File: src/rtl/simon_ct_serializer_if.sv
// Byte-stream and ciphertext-capture bundle for simon_ct_serializer.
// The slave modport is the serializer's view; master is the environment
// that produces ciphertext and consumes bytes.
interface simon_ct_serializer_if;
  logic        ct_done;
  logic [31:0] ct_word;
  logic        byte_ready;
  logic        byte_valid;
  logic [7:0]  byte_data;

  modport master (
    output ct_done,
    output ct_word,
    output byte_ready,
    input  byte_valid,
    input  byte_data
  );

  modport slave (
    input  ct_done,
    input  ct_word,
    input  byte_ready,
    output byte_valid,
    output byte_data
  );
endinterface

File: src/rtl/simon_ct_serializer.sv
// Captures one 32-bit ciphertext per rising edge of ct_done into a small
// FIFO and streams each word out MSB-first as four bytes over a
// valid/ready byte interface. Words arriving at a full FIFO are dropped
// and flagged in a sticky overflow bit.
module simon_ct_serializer #(
  parameter int DEPTH = 8
) (
  input  logic                       clk,
  input  logic                       rst_n,
  input  logic                       clear,
  simon_ct_serializer_if.slave       bus,
  output logic [$clog2(DEPTH+1)-1:0] fifo_count,
  output logic                       overflow
);

  localparam int PW = $clog2(DEPTH);
  localparam int CW = $clog2(DEPTH + 1);
  localparam logic [CW-1:0] FULL_COUNT = CW'(DEPTH);

  typedef enum logic {
    S_IDLE,
    S_SEND
  } state_t;

  // FIFO storage and pointers
  logic [31:0]   mem [DEPTH];
  logic [PW-1:0] wr_ptr;
  logic [PW-1:0] rd_ptr;
  logic          ct_done_d;

  // Serializer state
  state_t        state;
  logic [1:0]    idx;
  logic [31:0]   shreg;
  logic          byte_valid_q;
  logic [7:0]    byte_data_q;

  // Per-cycle decisions
  logic          push_edge;
  logic          handshake;
  logic          pop;
  logic          push;
  logic          drop;
  logic [31:0]   head;

  // Byte lane selection, MSB first.
  function automatic logic [7:0] byte_sel(input logic [31:0] w, input logic [1:0] i);
    logic [7:0] b;
    case (i)
      2'd0:    b = w[31:24];
      2'd1:    b = w[23:16];
      2'd2:    b = w[15:8];
      default: b = w[7:0];
    endcase
    return b;
  endfunction

  // Decide push/pop/drop for this edge; pops see the count before any push.
  always_comb begin
    // NOTE: every always_comb output gets a default first so no path leaves it unassigned and no latch is inferred.
    push_edge = 1'b0;
    handshake = 1'b0;
    pop       = 1'b0;
    push      = 1'b0;
    drop      = 1'b0;
    head      = mem[rd_ptr];

    push_edge = bus.ct_done && !ct_done_d;
    handshake = byte_valid_q && bus.byte_ready;

    if (!clear && fifo_count != '0) begin
      if (state == S_IDLE)
        pop = 1'b1;
      else if (handshake && idx == 2'd3)
        pop = 1'b1;
    end

    if (push_edge && !clear) begin
      if (fifo_count != FULL_COUNT || pop)
        push = 1'b1;
      else
        drop = 1'b1;
    end
  end

  // Pointers, occupancy, overflow flag and completion-edge detector.
  always_ff @(posedge clk or negedge rst_n) begin
    // NOTE: sequential state uses non-blocking assignments so every register samples pre-edge values.
    if (!rst_n) begin
      wr_ptr     <= '0;
      rd_ptr     <= '0;
      fifo_count <= '0;
      overflow   <= 1'b0;
      ct_done_d  <= 1'b0;
    end else begin
      // Tracks ct_done even during clear, so a level held across clear is not a new edge.
      ct_done_d <= bus.ct_done;
      if (clear) begin
        wr_ptr     <= '0;
        rd_ptr     <= '0;
        fifo_count <= '0;
        overflow   <= 1'b0;
      end else begin
        if (push)
          wr_ptr <= wr_ptr + 1'b1;
        if (pop)
          rd_ptr <= rd_ptr + 1'b1;
        case ({push, pop})
          2'b10:   fifo_count <= fifo_count + 1'b1;
          2'b01:   fifo_count <= fifo_count - 1'b1;
          default: fifo_count <= fifo_count;
        endcase
        if (drop)
          overflow <= 1'b1;
      end
    end
  end

  // FIFO storage write; a simultaneous pop at full reads the old entry.
  always_ff @(posedge clk) begin
    // NOTE: the storage array is deliberately not reset; pointers and count alone define which entries are live.
    if (push)
      mem[wr_ptr] <= bus.ct_word;
  end

  // Serializer FSM: loads a word from the FIFO and presents it byte by byte.
  always_ff @(posedge clk or negedge rst_n) begin
    if (!rst_n) begin
      state        <= S_IDLE;
      idx          <= 2'd0;
      shreg        <= '0;
      byte_valid_q <= 1'b0;
      byte_data_q  <= '0;
    end else if (clear) begin
      state        <= S_IDLE;
      idx          <= 2'd0;
      shreg        <= '0;
      byte_valid_q <= 1'b0;
      byte_data_q  <= '0;
    end else begin
      case (state)
        S_IDLE: begin
          if (pop) begin
            shreg        <= head;
            idx          <= 2'd0;
            byte_valid_q <= 1'b1;
            byte_data_q  <= head[31:24];
            state        <= S_SEND;
          end
        end
        S_SEND: begin
          if (handshake) begin
            if (idx != 2'd3) begin
              idx         <= idx + 2'd1;
              byte_data_q <= byte_sel(shreg, idx + 2'd1);
            end else if (pop) begin
              // Next word follows with no idle cycle.
              shreg       <= head;
              idx         <= 2'd0;
              byte_data_q <= head[31:24];
            end else begin
              idx          <= 2'd0;
              byte_valid_q <= 1'b0;
              byte_data_q  <= '0;
              state        <= S_IDLE;
            end
          end
        end
        default: begin
          state        <= S_IDLE;
          byte_valid_q <= 1'b0;
        end
      endcase
    end
  end

  assign bus.byte_valid = byte_valid_q;
  assign bus.byte_data  = byte_data_q;

endmodule

File: src/flat_wrapper.sv
// flat-port wrapper written by rule: the top's interface ports become plain ports
module simon_ct_serializer_flat 
#(
  parameter int DEPTH = 8
)
  (clk, rst_n, clear, fifo_count, overflow, bus_ct_done, bus_ct_word, bus_byte_ready, bus_byte_valid, bus_byte_data);
  simon_ct_serializer_if bus_i ();
  input  logic clk;
  input  logic rst_n;
  input  logic clear;
  output logic [$clog2(DEPTH+1)-1:0] fifo_count;
  output logic overflow;
  input wire logic [$bits(bus_i.ct_done)-1:0] bus_ct_done;
  input wire logic [$bits(bus_i.ct_word)-1:0] bus_ct_word;
  input wire logic [$bits(bus_i.byte_ready)-1:0] bus_byte_ready;
  output wire logic [$bits(bus_i.byte_valid)-1:0] bus_byte_valid;
  output wire logic [$bits(bus_i.byte_data)-1:0] bus_byte_data;
  assign bus_i.ct_done = bus_ct_done;
  assign bus_i.ct_word = bus_ct_word;
  assign bus_i.byte_ready = bus_byte_ready;
  assign bus_byte_valid = bus_i.byte_valid;
  assign bus_byte_data = bus_i.byte_data;
  simon_ct_serializer #(.DEPTH(DEPTH)) u_core (.clk(clk), .rst_n(rst_n), .clear(clear), .bus(bus_i), .fifo_count(fifo_count), .overflow(overflow));
endmodule
File: config.mk
export PLATFORM = sky130hd
export DESIGN_NAME = simon_ct_serializer_flat
export DESIGN_NICKNAME = d
export VERILOG_FILES = /design/src/rtl/simon_ct_serializer_if.sv /design/src/rtl/simon_ct_serializer.sv /design/src/flat_wrapper.sv
export SDC_FILE = /design/constraint.sdc
export NUM_CORES = 1
export LEC_CHECK = 0
export CAP_MARGIN = 15
export CELL_PAD_IN_SITES_DETAIL_PLACEMENT = 1
export CELL_PAD_IN_SITES_GLOBAL_PLACEMENT = 1
export CORE_MARGIN = 2
export CORE_UTILIZATION = 57
export CTS_CLUSTER_SIZE = 16
export DETAILED_ROUTE_END_ITERATION = 10
export PLACE_DENSITY_LB_ADDON = 0.1
export SLEW_MARGIN = 10
export SYNTH_ARGS = -nofsm -noshare
export SYNTH_HDL_FRONTEND = slang
export SYNTH_SLANG_ARGS = --single-unit
File: constraint.sdc
create_clock -name clk -period 16.7 [get_ports clk]
set_clock_uncertainty 0.2 [all_clocks]
set_input_delay 3.34 -clock clk [delete_from_list [all_inputs] [get_ports clk]]
set_output_delay 3.34 -clock clk [all_outputs]
set_load 0.005 [all_outputs]
Word-level counts from Yosys, hierarchy flattened
Memories as Yosys holds them, arrays and structs flattened.
Index checks and enable logic that the tools add are counted.
{"block": "op_classes", "n_addsub": 5, "n_eq_ne": 11, "mux": 45, "n_bitwise": 1, "reduce_logical": 17}
{"operator": "$mux W32", "count": 4}
{"operator": "$pmux W32 S2", "count": 1}
{"operator": "$mux W8", "count": 5}
{"operator": "$pmux W8 S3", "count": 1}
{"operator": "$mux W1", "count": 20}
{"operator": "$pmux W8 S2", "count": 1}
{"operator": "$mux W3", "count": 4}
{"operator": "$ne A3 B3 Y1 const B", "count": 3}
{"operator": "$mux W2", "count": 4}
{"operator": "$pmux W4 S2", "count": 1}
{"operator": "$add A3 B1 Y3 const B", "count": 2}
{"operator": "$eq A2 B2 Y1 const B", "count": 3}
{"operator": "$reduce_bool A2 Y1", "count": 3}
{"operator": "$logic_and A1 B1 Y1", "count": 5}
{"operator": "$add A4 B1 Y4 const B", "count": 1}
{"operator": "$eq A2 B1 Y1 const B", "count": 2}
{"operator": "$mux W4", "count": 1}
{"operator": "$ne A4 B4 Y1 const B", "count": 1}
{"operator": "$pmux W1 S2", "count": 2}
{"operator": "$pmux W2 S2", "count": 1}
{"operator": "$reduce_and A2 Y1", "count": 2}
{"operator": "$reduce_and A4 Y1", "count": 1}
{"operator": "$reduce_bool A4 Y1", "count": 1}
{"operator": "$sub A4 B1 Y4 const B", "count": 1}
{"operator": "other kinds (8)", "count": 9}
{"block": "totals", "register_bits": 56, "ram_bits": 256, "output_inout_bits": 14, "word_cells": 90, "mem_count": 1}
{"name": "u_core.mem", "words": 8, "word_bits": 32, "read_ports": 1, "rd_ports_with_merged_regs": 0, "write_ports": 1, "line_no": "simon_ct_serializer.sv:26", "text": "logic [31:0] mem [DEPTH];"}

Logic depth before layout (Yosys ltp)
Gate-level depths: netlist (run 1).
{"block": "logic_depth", "word_depth": 11, "ltp_mapped": 11, "depth_no_buf": 9}

Worst setup path before layout (run 1)
Ideal clock, no wire load.
{"block": "synth_path", "path_kind": "input to register", "startpoint": "in bus_byte_ready", "endpoint": "mem u_core.mem[0][0] (enable)", "setup_time_ns": 0.513, "t_arrival_ns": 7.332, "t_required_ns": 15.987, "slack_ns": 8.655, "path_stages": 4, "cell_sequence": "nand3_1 > a21oi_2 > o21ai_0 > nor4b_1"}
{"block": "synth_via", "elab_chain_len": 10}
{"element": "start, declared", "line_no": "flat_wrapper.sv:15", "text": "input wire logic [$bits(bus_i.byte_ready)-1:0] bus_byte_ready;"}
{"element": "$logic_and A1 B1 Y1", "line_no": "simon_ct_serializer.sv:69", "text": "handshake = byte_valid_q && bus.byte_ready;"}
{"element": "$logic_and A1 B1 Y1", "line_no": "simon_ct_serializer.sv:74", "text": "else if (handshake && idx == 2'd3)"}
{"element": "$mux W1", "line_no": "simon_ct_serializer.sv:74"}
{"element": "$mux W1", "line_no": "simon_ct_serializer.sv:72", "text": "if (state == S_IDLE)"}
{"element": "$mux W1", "line_no": "simon_ct_serializer.sv:71", "text": "if (!clear && fifo_count != '0) begin"}
{"element": "$logic_or A1 B1 Y1", "line_no": "simon_ct_serializer.sv:79", "text": "if (fifo_count != FULL_COUNT || pop)"}
{"element": "$mux W1", "line_no": "simon_ct_serializer.sv:79"}
{"element": "$mux W1", "line_no": "simon_ct_serializer.sv:78", "text": "if (push_edge && !clear) begin"}
{"element": "$mux W1", "line_no": "simon_ct_serializer.sv:122", "text": "if (push)"}
{"element": "$mux W1 (not written as such)", "line_no": "simon_ct_serializer.sv:123", "text": "mem[wr_ptr] <= bus.ct_word;"}
{"element": "end, declared", "line_no": "simon_ct_serializer.sv:26"}
No other way between the ends.

Worst setup path in the final report (run 1)
{"block": "layout_path", "startpoint": "in clear", "endpoint": "reg u_core.fifo_count[3]"}
{"block": "layout_via", "elab_chain_len": 9, "word_cells_on_any_way": 12, "cone_classes": "eq/ne: 2; mux: 5; reduce/logical: 5"}
{"element": "start, declared", "line_no": "flat_wrapper.sv:10", "text": "input logic clear;"}
{"element": "$logic_not A1 Y1", "line_no": "simon_ct_serializer.sv:71, simon_ct_serializer.sv:78"}
{"element": "$logic_and A1 B1 Y1", "line_no": "simon_ct_serializer.sv:71"}
{"element": "$mux W1", "line_no": "simon_ct_serializer.sv:71"}
{"element": "$logic_or A1 B1 Y1", "line_no": "simon_ct_serializer.sv:79"}
{"element": "$mux W1", "line_no": "simon_ct_serializer.sv:79"}
{"element": "$mux W1", "line_no": "simon_ct_serializer.sv:78"}
{"element": "$eq A2 B1 Y1 / $eq A2 B2 Y1 (equally long branches)", "line_no": "simon_ct_serializer.sv:108", "text": "case ({push, pop})"}
{"element": "$pmux W4 S2", "line_no": "simon_ct_serializer.sv:108"}
{"element": "$mux W4", "line_no": "simon_ct_serializer.sv:98", "text": "if (clear) begin"}
{"element": "end signal, assigned", "line_no": "simon_ct_serializer.sv:109", "text": "2'b10: fifo_count <= fifo_count + 1'b1;"}
{"element": "end signal, assigned", "line_no": "simon_ct_serializer.sv:110", "text": "2'b01: fifo_count <= fifo_count - 1'b1;"}
{"element": "end signal, assigned", "line_no": "simon_ct_serializer.sv:111", "text": "default: fifo_count <= fifo_count;"}
{"element": "end, declared", "line_no": "simon_ct_serializer.sv:12", "text": "output logic [$clog2(DEPTH+1)-1:0] fifo_count,"}
Several ways; a longest one is shown, not always the timed one.
A chain may end at the register's enable or synchronous reset.

==> results by group, run 1 <==
Route
  – Drt wl/cell: 27.3 µm
  – Vias/cell: 6.34
  – Antenna Violating Nets Remaining: 0
  – Drt first-iter violations: 334
  – DRC: 0
  – Vias: 6200
  – Pre-antenna DRT Iters: 7
  – Drt total wl: 26.7 mm

Setup path
  – Max stage delay on crit path: 0.98 ns
  – Crit path kind: in -> reg
  – CP delay by family, top: buffers and inverters
  – Setup crit end kind: register
  – Crit Path Max Fanout: 33
  – Critical path's slowest cell: clkdlybuf4s50_1
  – Worst Path Buf+Inv: 3
  – Worst endpoint required time: 16.95 ns
  – Arr. time, crit path: 6.64 ns
  – Critical path, cell by cell: clkdlybuf4s50_1, clkinv_1, o211ai_2, buf_4, nor2_1, ha_1, nand3_1, and3_1, a211o_1, o32ai_1
  – Setup crit start kind: input port

Synthesis
  – Post-synth top cells: edfxtp_1 (256), mux4_2 (64), dfrtp_1 (56)
  – Sequential share of the synthesized area: 74.4%
  – Synth top area cells: edfxtp_1 (63%), mux4_2 (12%), dfrtp_1 (11%), mux2i_1 (3.1%), o2bb2ai_1 (1.7%)
  – Ys flop type: edfxtp_1
  – Async SR Flop Fraction: 17.9%
  – Number of synthesized register bits: 312
  – Largest area contributor in the netlist: edfxtp_1
  – Syn Nets: 656
  – Syn Inst Count: 609
  – EDFF count, synth: 256
  – Most common cell in the netlist: edfxtp_1
  – Mean Syn Cell Area: 20.1 µm²
  – Synth unique cells: 42
  – Top-area cell type share of the netlist area: 62.9%
  – Synthesized area: 12200 µm²
  – Yosys warnings: 0

Run status
  – Status: finished clean

Timing
  – Post-route setup slack: 10.31 ns
  – Worst-margin pin slew: 0.869 ns
  – Final setup viols: 0
  – Setup TNS Final: 0 ns
  – Fin crit period: 6.39 ns
  – Slew HR: 42.1%
  – Max Clk Rate: 156 MHz
  – Hold Fails Final Rpt: 0
  – Crit share post-route: 38.3%
  – Unrepaired setup endpoints after global routing: no
  – Slew Viols, Final: 0

Floorplanning
  – Initial core utilization: 58.1%
  – Die ar.: 22600 µm²
  – I/O pin count: 51
  – Die height: 150 µm
  – Total core area: 21000 µm²
  – Die width: 150 µm
  – Num rows: 53

Global routing
  – Pin count of the biggest net entering global routing: 57
  – Total GRT Usage: 24.7%
  – Grt ovf: 0
  – Vias in the first global route: 6771
  – Antenna violations before repair: 0
  – First-pass GRT wire length: 41.1 mm

Finish
  – Layout cells sized above 1: 21.5%
  – Nets: 726
  – Multi-input logic area: 3000 µm²
  – Register Area: 9090 µm²
  – Final instance area: 14100 µm²
  – Layout overhead on the synthesized area: 15.8%
  – Fillers: 1693
  – ANT cells: 0

CTS
  – H-tree depth: 1
  – CTS sink count: 312
  – PostCTS Resize Cnt: 0
  – Clk slew on worst S/H paths: 0.06 ns
  – Clk buf depth: 3
  – CTS tree: yes
  – Post-CTS Setup Bufs: 0
  – Hold Buf Count CTS: 0
  – Worst-Skew Late Latency: 0.55 ns
  – TritonCTS Buffers: 30
  – CTS Root Cell: clkbuf_16

Power and ir drop
  – PwrDens: 143 nW/µm²
  – Maximum VDD drop: 0.110 mV
  – Pleak: 4.72 nW

Placed design
  – Worst slack, placed: 9.84 ns
  – Global placement routability congestion: 0.817
  – PortBufs: 50
  – Placed cell area: 13100 µm²
  – Dpl hpwl: 15.6 mm

Job
  – # Max-Cap Violations: 0

Min path
  – HP Class: reg -> reg
## registers in the layout, summed over array words and instances, names as in the netlist
signal,cells
u_core.rd_ptr,3
u_core.overflow,1
u_core.fifo_count,4
u_core.ct_done_d,1
u_core.wr_ptr,3
u_core.bus.byte_valid,1
u_core.idx,2
u_core.bus.byte_data,8
u_core.state,1
u_core.mem,256
u_core.shreg,32
## per-layer routing
metal,vias to the layer above,GRT usage [%],part of all wire (%)
li1,2660,-,-
met1,3301,33.2,41
met2,179,42.1,52
met3,60,4.12,4.9
met4,0,7.36,2.6
met5,-,0,0
## metrics by stage
stage	power [W]	hold WS, ns	utilization, %	cells
floorplan	0.00122	0.250	-	609
global placement	0.00133	0.278	62.2	920
detailed placement	0.00135	0.274	62.2	920
CTS	0.00204	0.302	67.1	976
global route	0.00210	0.312	67.3	978
finish	0.00202	0.300	67.3	978
## cell type report
class	count	share of cell area [%]
sequential	312	64.3
inverter	5	0.133
timing repair buffer	68	4.69
clock inverter	10	0.787
clock buffer	46	6.45
multi-input combinational	262	21.2
tap	275	2.43
## layout by cell type, fill, tap and decap left out, types with 2 or more instances in the layout
master | synthesis | final
nor2_1 | 22 | 19
clkbuf_1 | 9 | 7
o2bb2ai_1 | 24 | 24
edfxtp_1 | 256 | 256
a21o_1 | 8 | 8
dfrtp_1 | 56 | 53
nor2b_1 | 3 | 3
nor4_2 | 0 | 2
mux4_2 | 64 | 64
o21ai_0 | 11 | 11
nand3_1 | 5 | 5
a221o_1 | 8 | 8
dfrtp_2 | 0 | 2
mux2i_1 | 38 | 38
xor2_1 | 2 | 2
clkdlybuf4s50_1 | 0 | 49
a222oi_1 | 8 | 8
clkinv_1 | 1 | 3
nor3_2 | 0 | 3
nor2_2 | 1 | 2
buf_4 | 6 | 16
and3_1 | 3 | 3
nor2_4 | 0 | 2
nand2_1 | 21 | 21
mux2_2 | 4 | 4
clkbuf_8 | 0 | 8
o211ai_1 | 4 | 4
inv_1 | 4 | 4
a21oi_1 | 7 | 7
clkinv_2 | 0 | 4
clkbuf_16 | 0 | 31
bufinv_16 | 0 | 2
ha_1 | 9 | 9
## worst paths after layout
| check | to | start | slack, ns | cells past startpoint |
|---|---|---|---|---|
| hold reg to reg | u_core.shreg[13] | u_core.shreg[13] | 0.30 | 1 |
| hold / removal | u_core.shreg[13] | u_core.shreg[13] | 0.30 | 1 |
| max in group asynchronous | u_core.rd_ptr[0] | rst_n | 12.98 | 2 |
| setup reg to reg | u_core.fifo_count[3] | u_core.fifo_count[1] | 13.50 | 9 |
| setup / recovery | u_core.fifo_count[3] | clear | 10.31 | 10 |
| min in group asynchronous | u_core.wr_ptr[2] | rst_n | 2.74 | 2 |
## where the power goes
part | leakage, nW | internal [W] | switching [W]
sequential | 3.06 | 0.000894 | 0.0000712
combinational | 1.16 | 0.000185 | 0.000188
clock | 0.502 | 0.000406 | 0.000280
total | 4.72 | 0.00148 | 0.000540
## kinds of logic after synthesis
family          synth area share, %
mux                            15.3
xor+xnor                      0.215
simple gates                   2.58
flops                          74.4
buf+inv                        1.45
compound gates                 5.01
fa+ha+maj                      1.09
Note: power is estimated with default switching activity, not from simulation.
==> run 2: changes to the inputs <==
--- a/config.mk
+++ b/config.mk
@@ -9,7 +9,7 @@
 export CELL_PAD_IN_SITES_DETAIL_PLACEMENT = 1
 export CELL_PAD_IN_SITES_GLOBAL_PLACEMENT = 1
 export CORE_MARGIN = 2
-export CORE_UTILIZATION = 57
+export CORE_UTILIZATION = 48
 export CTS_CLUSTER_SIZE = 16
 export DETAILED_ROUTE_END_ITERATION = 10
 export PLACE_DENSITY_LB_ADDON = 0.1
==> constraint.sdc (replaced) <==
create_clock -name clk -period 5.14 [get_ports clk]
set_clock_uncertainty 0.2 [all_clocks]
set_input_delay 1.028 -clock clk [delete_from_list [all_inputs] [get_ports clk]]
set_output_delay 1.028 -clock clk [all_outputs]
set_load 0.005 [all_outputs]
==> run 2 against run 1 <==
Register-to-register slack worse by 12 ns. Sequential share of layout area is 0.22 points lower. Routed wire length is 0.36% higher.
==> results by group, run 2 (same netlist as run 1, synthesis figures left out) <==
Timing
  – Setup TNS Final: 0 ns
  – Final setup viols: 0
  – Unrepaired setup endpoints after global routing: no
  – Slew HR: 34.9%
  – Fin crit period: 3.57 ns
  – Crit share post-route: 69.4%
  – Worst-margin pin slew: 0.966 ns
  – Post-route setup slack: 1.57 ns
  – Hold Fails Final Rpt: 0
  – Slew Viols, Final: 0
  – Max Clk Rate: 280 MHz

Route
  – Antenna Violating Nets Remaining: 0
  – DRC: 0
  – Pre-antenna DRT Iters: 7
  – Vias/cell: 5.91
  – Drt first-iter violations: 471
  – Drt wl/cell: 25.8 µm
  – Drt total wl: 26.8 mm
  – Vias: 6135

Finish
  – Fin cells: 1038
  – Final instance area: 14200 µm²
  – ANT cells: 0
  – Commonest non-fill, non-tap cell in the layout: edfxtp_1
  – Layout cells sized above 1: 21.0%
  – Fillers: 2200
  – Nets: 730
  – Commonest non-fill, non-tap cells in the layout: edfxtp_1 (256), mux4_2 (64), dfrtp_1 (53)
  – Largest Register: u_core.mem
  – Register Area: 9090 µm²
  – Multi-input logic area: 3030 µm²
  – Max reg flops: 256
  – Layout overhead on the synthesized area: 16.2%

Placed design
  – Placed Cells: 980
  – Dpl hpwl: 16.2 mm
  – PortBufs: 50
  – Worst slack, placed: 0.948 ns
  – Placed cell area: 13200 µm²
  – Global placement routability congestion: 0.773

Setup path
  – FF-to-FF Start: u_core.idx[1]
  – Setup crit start kind: input port
  – Worst endpoint required time: 5.21 ns
  – Arr. time, crit path: 3.64 ns
  – Crit path kind: in -> reg
  – Setup crit end kind: register
  – Crit path launch: bus_byte_ready
  – Crit Path Max Fanout: 24

Power and ir drop
  – Final Power: 0.00649 W
  – Maximum VDD drop: 0.287 mV
  – Pleak: 4.71 nW
  – Clock power share: 33.0%
  – P_int: 0.00475 W
  – Comb pwr share: 18.7%
  – Switching share of total power: 26.9%
  – PwrDens: 457 nW/µm²
  – Switching power: 0.00175 W
  – Seq pwr share: 48.3%

Floorplanning
  – Die width: 164 µm
  – Die ar.: 26700 µm²
  – Initial core utilization: 48.7%
  – Num rows: 58
  – Die height: 164 µm
  – I/O pin count: 51
  – Total core area: 25100 µm²

Global routing
  – Pin count of the biggest net entering global routing: 57
  – Vias in the first global route: 6669
  – Antenna violations before repair: 0
  – First-pass GRT wire length: 42.0 mm
  – Total GRT Usage: 21.2%
  – Grt ovf: 0

CTS
  – CTS Root Cell: clkbuf_16
  – Hold Buf Count CTS: 0
  – TritonCTS Buffers: 31
  – CTS sink count: 312
  – CTS tree: yes
  – Post-CTS Setup Bufs: 0
  – Clk slew on worst S/H paths: 0.06 ns
  – Clk buf depth: 3
  – PostCTS Resize Cnt: 0
  – Worst-Skew Late Latency: 0.56 ns
  – H-tree depth: 1

Run status
  – Status: finished clean

Min path
  – HP Class: reg -> reg
  – Launch point of the worst hold path: u_core.shreg[29]

Job
  – # Max-Cap Violations: 0
-- run 2: changes by cell type in the layout (fill, tap and decap cells not counted), sizes merged --
cell | before | now
buf | 19 | 22
clkbuf | 46 | 42
clkinv | 8 | 14
clkinvlp | 1 | 0
inv | 4 | 5
-- run 2: critical path: stages --
cell and delay [ns]:
clkdlybuf4s50_1 0.54, nand3_1 0.14, a21oi_2 0.38, o211ai_1 0.39
nor2_4 0.86, buf_4 0.29
-- run 2: cell type report --
type	instances	area share, %
flip-flops and latches	312	64.1
multi-input cells	262	21.3
clock buffers	42	5.90
repair buffers	71	4.78
well taps	330	2.91
clock inverters	16	0.881
inverters	5	0.132
-- run 2: power groups by stage --
stage | clock [W] | combinational [W] | sequential, W
final | 0.00214 | 0.00121 | 0.00314
after global routing | 0.00231 | 0.00132 | 0.00317
after CTS | 0.00220 | 0.00123 | 0.00314
after detailed placement | 0 | 0.00122 | 0.00319
after global placement | 0 | 0.00120 | 0.00319
after floorplan | 0 | 0.000908 | 0.00304
-- run 2: routing by layer --
layer | GRT usage, % | routed length (µm) | vias up
li1 | - | - | 2660
met1 | 29.9 | 11700 | 3296
met2 | 34.9 | 13400 | 148
met3 | 4.04 | 1420 | 31
met4 | 4.82 | 340 | 0
met5 | 0 | 0 | -
-- run 2: per-stage QoR --
| step | utilization [%] | hold WS [ns] |
|---|---|---|
| 6_report | 56.5 | 0.282 |
| 5_1_grt | 56.5 | 0.312 |
| 4_1_cts | 56.5 | 0.286 |
| 3_5_place_dp | 52.7 | 0.267 |
| 3_3_place_gp | 52.7 | 0.261 |
| 2_1_floorplan | - | 0.250 |
-- run 2: path summary, 6_finish.rpt --
kind | slack (ns) | cells after the start | to
max in group asynchronous | 3.77 | 2 | u_core.rd_ptr[0]
max | 1.57 | 6 | u_core.mem[7][2]
min | 0.28 | 1 | u_core.shreg[29]
max reg2reg | 1.90 | 6 | u_core.mem[7][2]
min reg2reg | 0.28 | 1 | u_core.shreg[29]
min in group asynchronous | 0.41 | 2 | u_core.ct_done_d
==> run 3: changes to the inputs <==
==> constraint.sdc (replaced) <==
create_clock -name clk -period 2.9 [get_ports clk]
set_clock_uncertainty 0.2 [all_clocks]
set_input_delay 0.58 -clock clk [delete_from_list [all_inputs] [get_ports clk]]
set_output_delay 0.58 -clock clk [all_outputs]
set_load 0.005 [all_outputs]
==> run 3 against run 2 <==
Design area up 3.2%. Sequential share of layout area down 2.0 points. Clock-buffer cell count is 2 higher. Via count hardly changed. Register-to-register slack worse by 1.8 ns. Worst hold slack about the same. Critical endpoint is now u_core.fifo_count[3]. Largest cell class unchanged.
==> results by group, run 3 (same netlist as run 1, synthesis figures left out) <==
Finish
  – Commonest non-fill, non-tap cell in the layout: edfxtp_1
  – Layout overhead on the synthesized area: 19.9%
  – Layout cells sized above 1: 24.3%
  – Nets: 751
  – ANT cells: 0
  – Largest Register: u_core.mem
  – Fin cells: 1055
  – Commonest non-fill, non-tap cells in the layout: edfxtp_1 (256), mux4_2 (64), dfrtp_1 (51)
  – Max reg flops: 256
  – Fillers: 2200

Global routing
  – First-pass GRT wire length: 41.9 mm
  – Vias in the first global route: 6826
  – Antenna violations before repair: 0
  – Total GRT Usage: 21.2%
  – Grt ovf: 0
  – Pin count of the biggest net entering global routing: 39

CTS
  – TritonCTS Buffers: 34
  – Clk buf depth: 3
  – H-tree depth: 2
  – CTS Root Cell: clkbuf_16
  – Worst-Skew Late Latency: 0.51 ns
  – CTS tree: yes
  – Clk slew on worst S/H paths: 0.06 ns
  – CTS sink count: 312

Route
  – Pre-antenna DRT Iters: 5
  – Drt wl/cell: 25.5 µm
  – Drt total wl: 26.9 mm
  – Drt first-iter violations: 639
  – Antenna Violating Nets Remaining: 0
  – Vias/cell: 5.81
  – DRC: 0
  – Vias: 6133

Timing
  – Hold Fails Final Rpt: 0
  – Final setup viols: 0
  – Worst-margin pin slew: 0.824 ns
  – Slew HR: 45.1%
  – Slew Viols, Final: 0
  – Fin crit period: 2.79 ns
  – Crit share post-route: 96.2%
  – Max Clk Rate: 359 MHz
  – Fin Hold WS: 0.283 ns

Power and ir drop
  – Pleak: 4.88 nW
  – P_int: 0.00895 W
  – Seq pwr share: 44.6%
  – Switching power: 0.00323 W
  – PwrDens: 832 nW/µm²
  – Maximum VDD drop: 0.481 mV
  – Clock power share: 34.8%
  – Switching share of total power: 26.5%
  – Comb pwr share: 20.5%

Setup path
  – Crit path kind: reg -> reg
  – Critical path, cell by cell: or4_4, o211ai_2, nor2_1, ha_1, nand3_1, and3_1, a211o_1, o32ai_1
  – Arr. time, crit path: 2.98 ns
  – Setup crit end kind: register
  – Max stage delay on crit path: 0.61 ns
  – Worst endpoint required time: 3.10 ns
  – CP delay by family, top: simple AND/OR/NAND/NOR gates
  – Crit Path Max Fanout: 8
  – Worst Path Buf+Inv: 0
  – Crit path launch: u_core.fifo_count[1]
  – Critical path's slowest cell: or4_4
  – Setup crit start kind: register
  – FF-to-FF Start: u_core.fifo_count[1]

Floorplanning
  – Initial core utilization: 48.7%
  – Die ar.: 26700 µm²
  – Die width: 164 µm
  – Num rows: 58
  – I/O pin count: 51
  – Die height: 164 µm
  – Total core area: 25100 µm²

Placed design
  – Placed Cells: 996
  – Global placement routability congestion: 0.724
  – Dpl hpwl: 16.6 mm
  – PortBufs: 50

Job
  – # Max-Cap Violations: 0

Min path
  – HP Class: reg -> reg
  – Launch point of the worst hold path: u_core.shreg[30]

Run status
  – Status: finished clean
run 3: changes by cell type in the layout (fill, tap and decap cells not counted), sizes merged:
cell and delta:
buf +17, clkinv -6, bufinv +2, clkbuf +2, dlygate4sd3 +1, inv +1
run 3: area by class of cell:
cell class,instances,area (µm²),share of cell area [%]
Sequential cell,312,9100,62.1
Multi-Input combinational cell,262,3080,21.0
Timing Repair Buffer,89,953,6.51
Clock buffer,44,910,6.21
Tap cell,330,413,2.82
Clock inverter,13,179,1.22
Inverter,5,20.0,0.137
run 3: what timing repair did:
action / CTS / global route
hold endpoints to repair: 33 / 0
gates resized for setup: 0 / 1
setup buffers: 0 / 1
setup endpoints to repair: 0 / 1
hold buffers: 1 / 0
run 3: power by group through the flow:
stage               registers [W]  logic [W]  clock network (W)
floorplan                 0.00540    0.00165                  0
global placement          0.00551    0.00245                  0
detailed placement        0.00553    0.00250                  0
CTS                       0.00544    0.00252            0.00434
global route              0.00548    0.00275            0.00450
finish                    0.00544    0.00250            0.00425
run 3: per-layer routing:
layer / track usage, % / wire length, µm / vias to the layer above
met5: 0 / 0 / -
met1: 30.0 / 12100 / 3248
met4: 6.02 / 597 / 0
met3: 4.39 / 1240 / 46
li1: - / - / 2703
met2: 33.8 / 13000 / 136
run 3: per-stage QoR:
step | setup slack [ns] | utilization, % | TNS (ns) | power [W] | cell area, µm²
floorplan | -0.324 | - | -31.24 | 0.00705 | 12300
global placement | -0.0155 | 53.9 | -0.0155 | 0.00796 | 13500
detailed placement | -0.207 | 53.9 | -0.207 | 0.00803 | 13500
CTS | 0.0998 | 58.3 | 0 | 0.0123 | 14600
global route | -0.0283 | 58.4 | -0.0283 | 0.0127 | 14700
finish | 0.111 | 58.4 | 0 | 0.0122 | 14700
run 3: worst paths after layout:
| kind | end | slack [ns] | cells past startpoint |
|---|---|---|---|
| setup / recovery | u_core.fifo_count[3] | 0.11 | 8 |
| hold / removal | u_core.shreg[30] | 0.28 | 1 |
| setup reg to reg | u_core.fifo_count[3] | 0.11 | 8 |
| hold reg to reg | u_core.shreg[30] | 0.28 | 1 |
| max in group asynchronous | u_core.bus.byte_data[1] | 1.29 | 3 |
| min in group asynchronous | u_core.overflow | 0.51 | 2 |
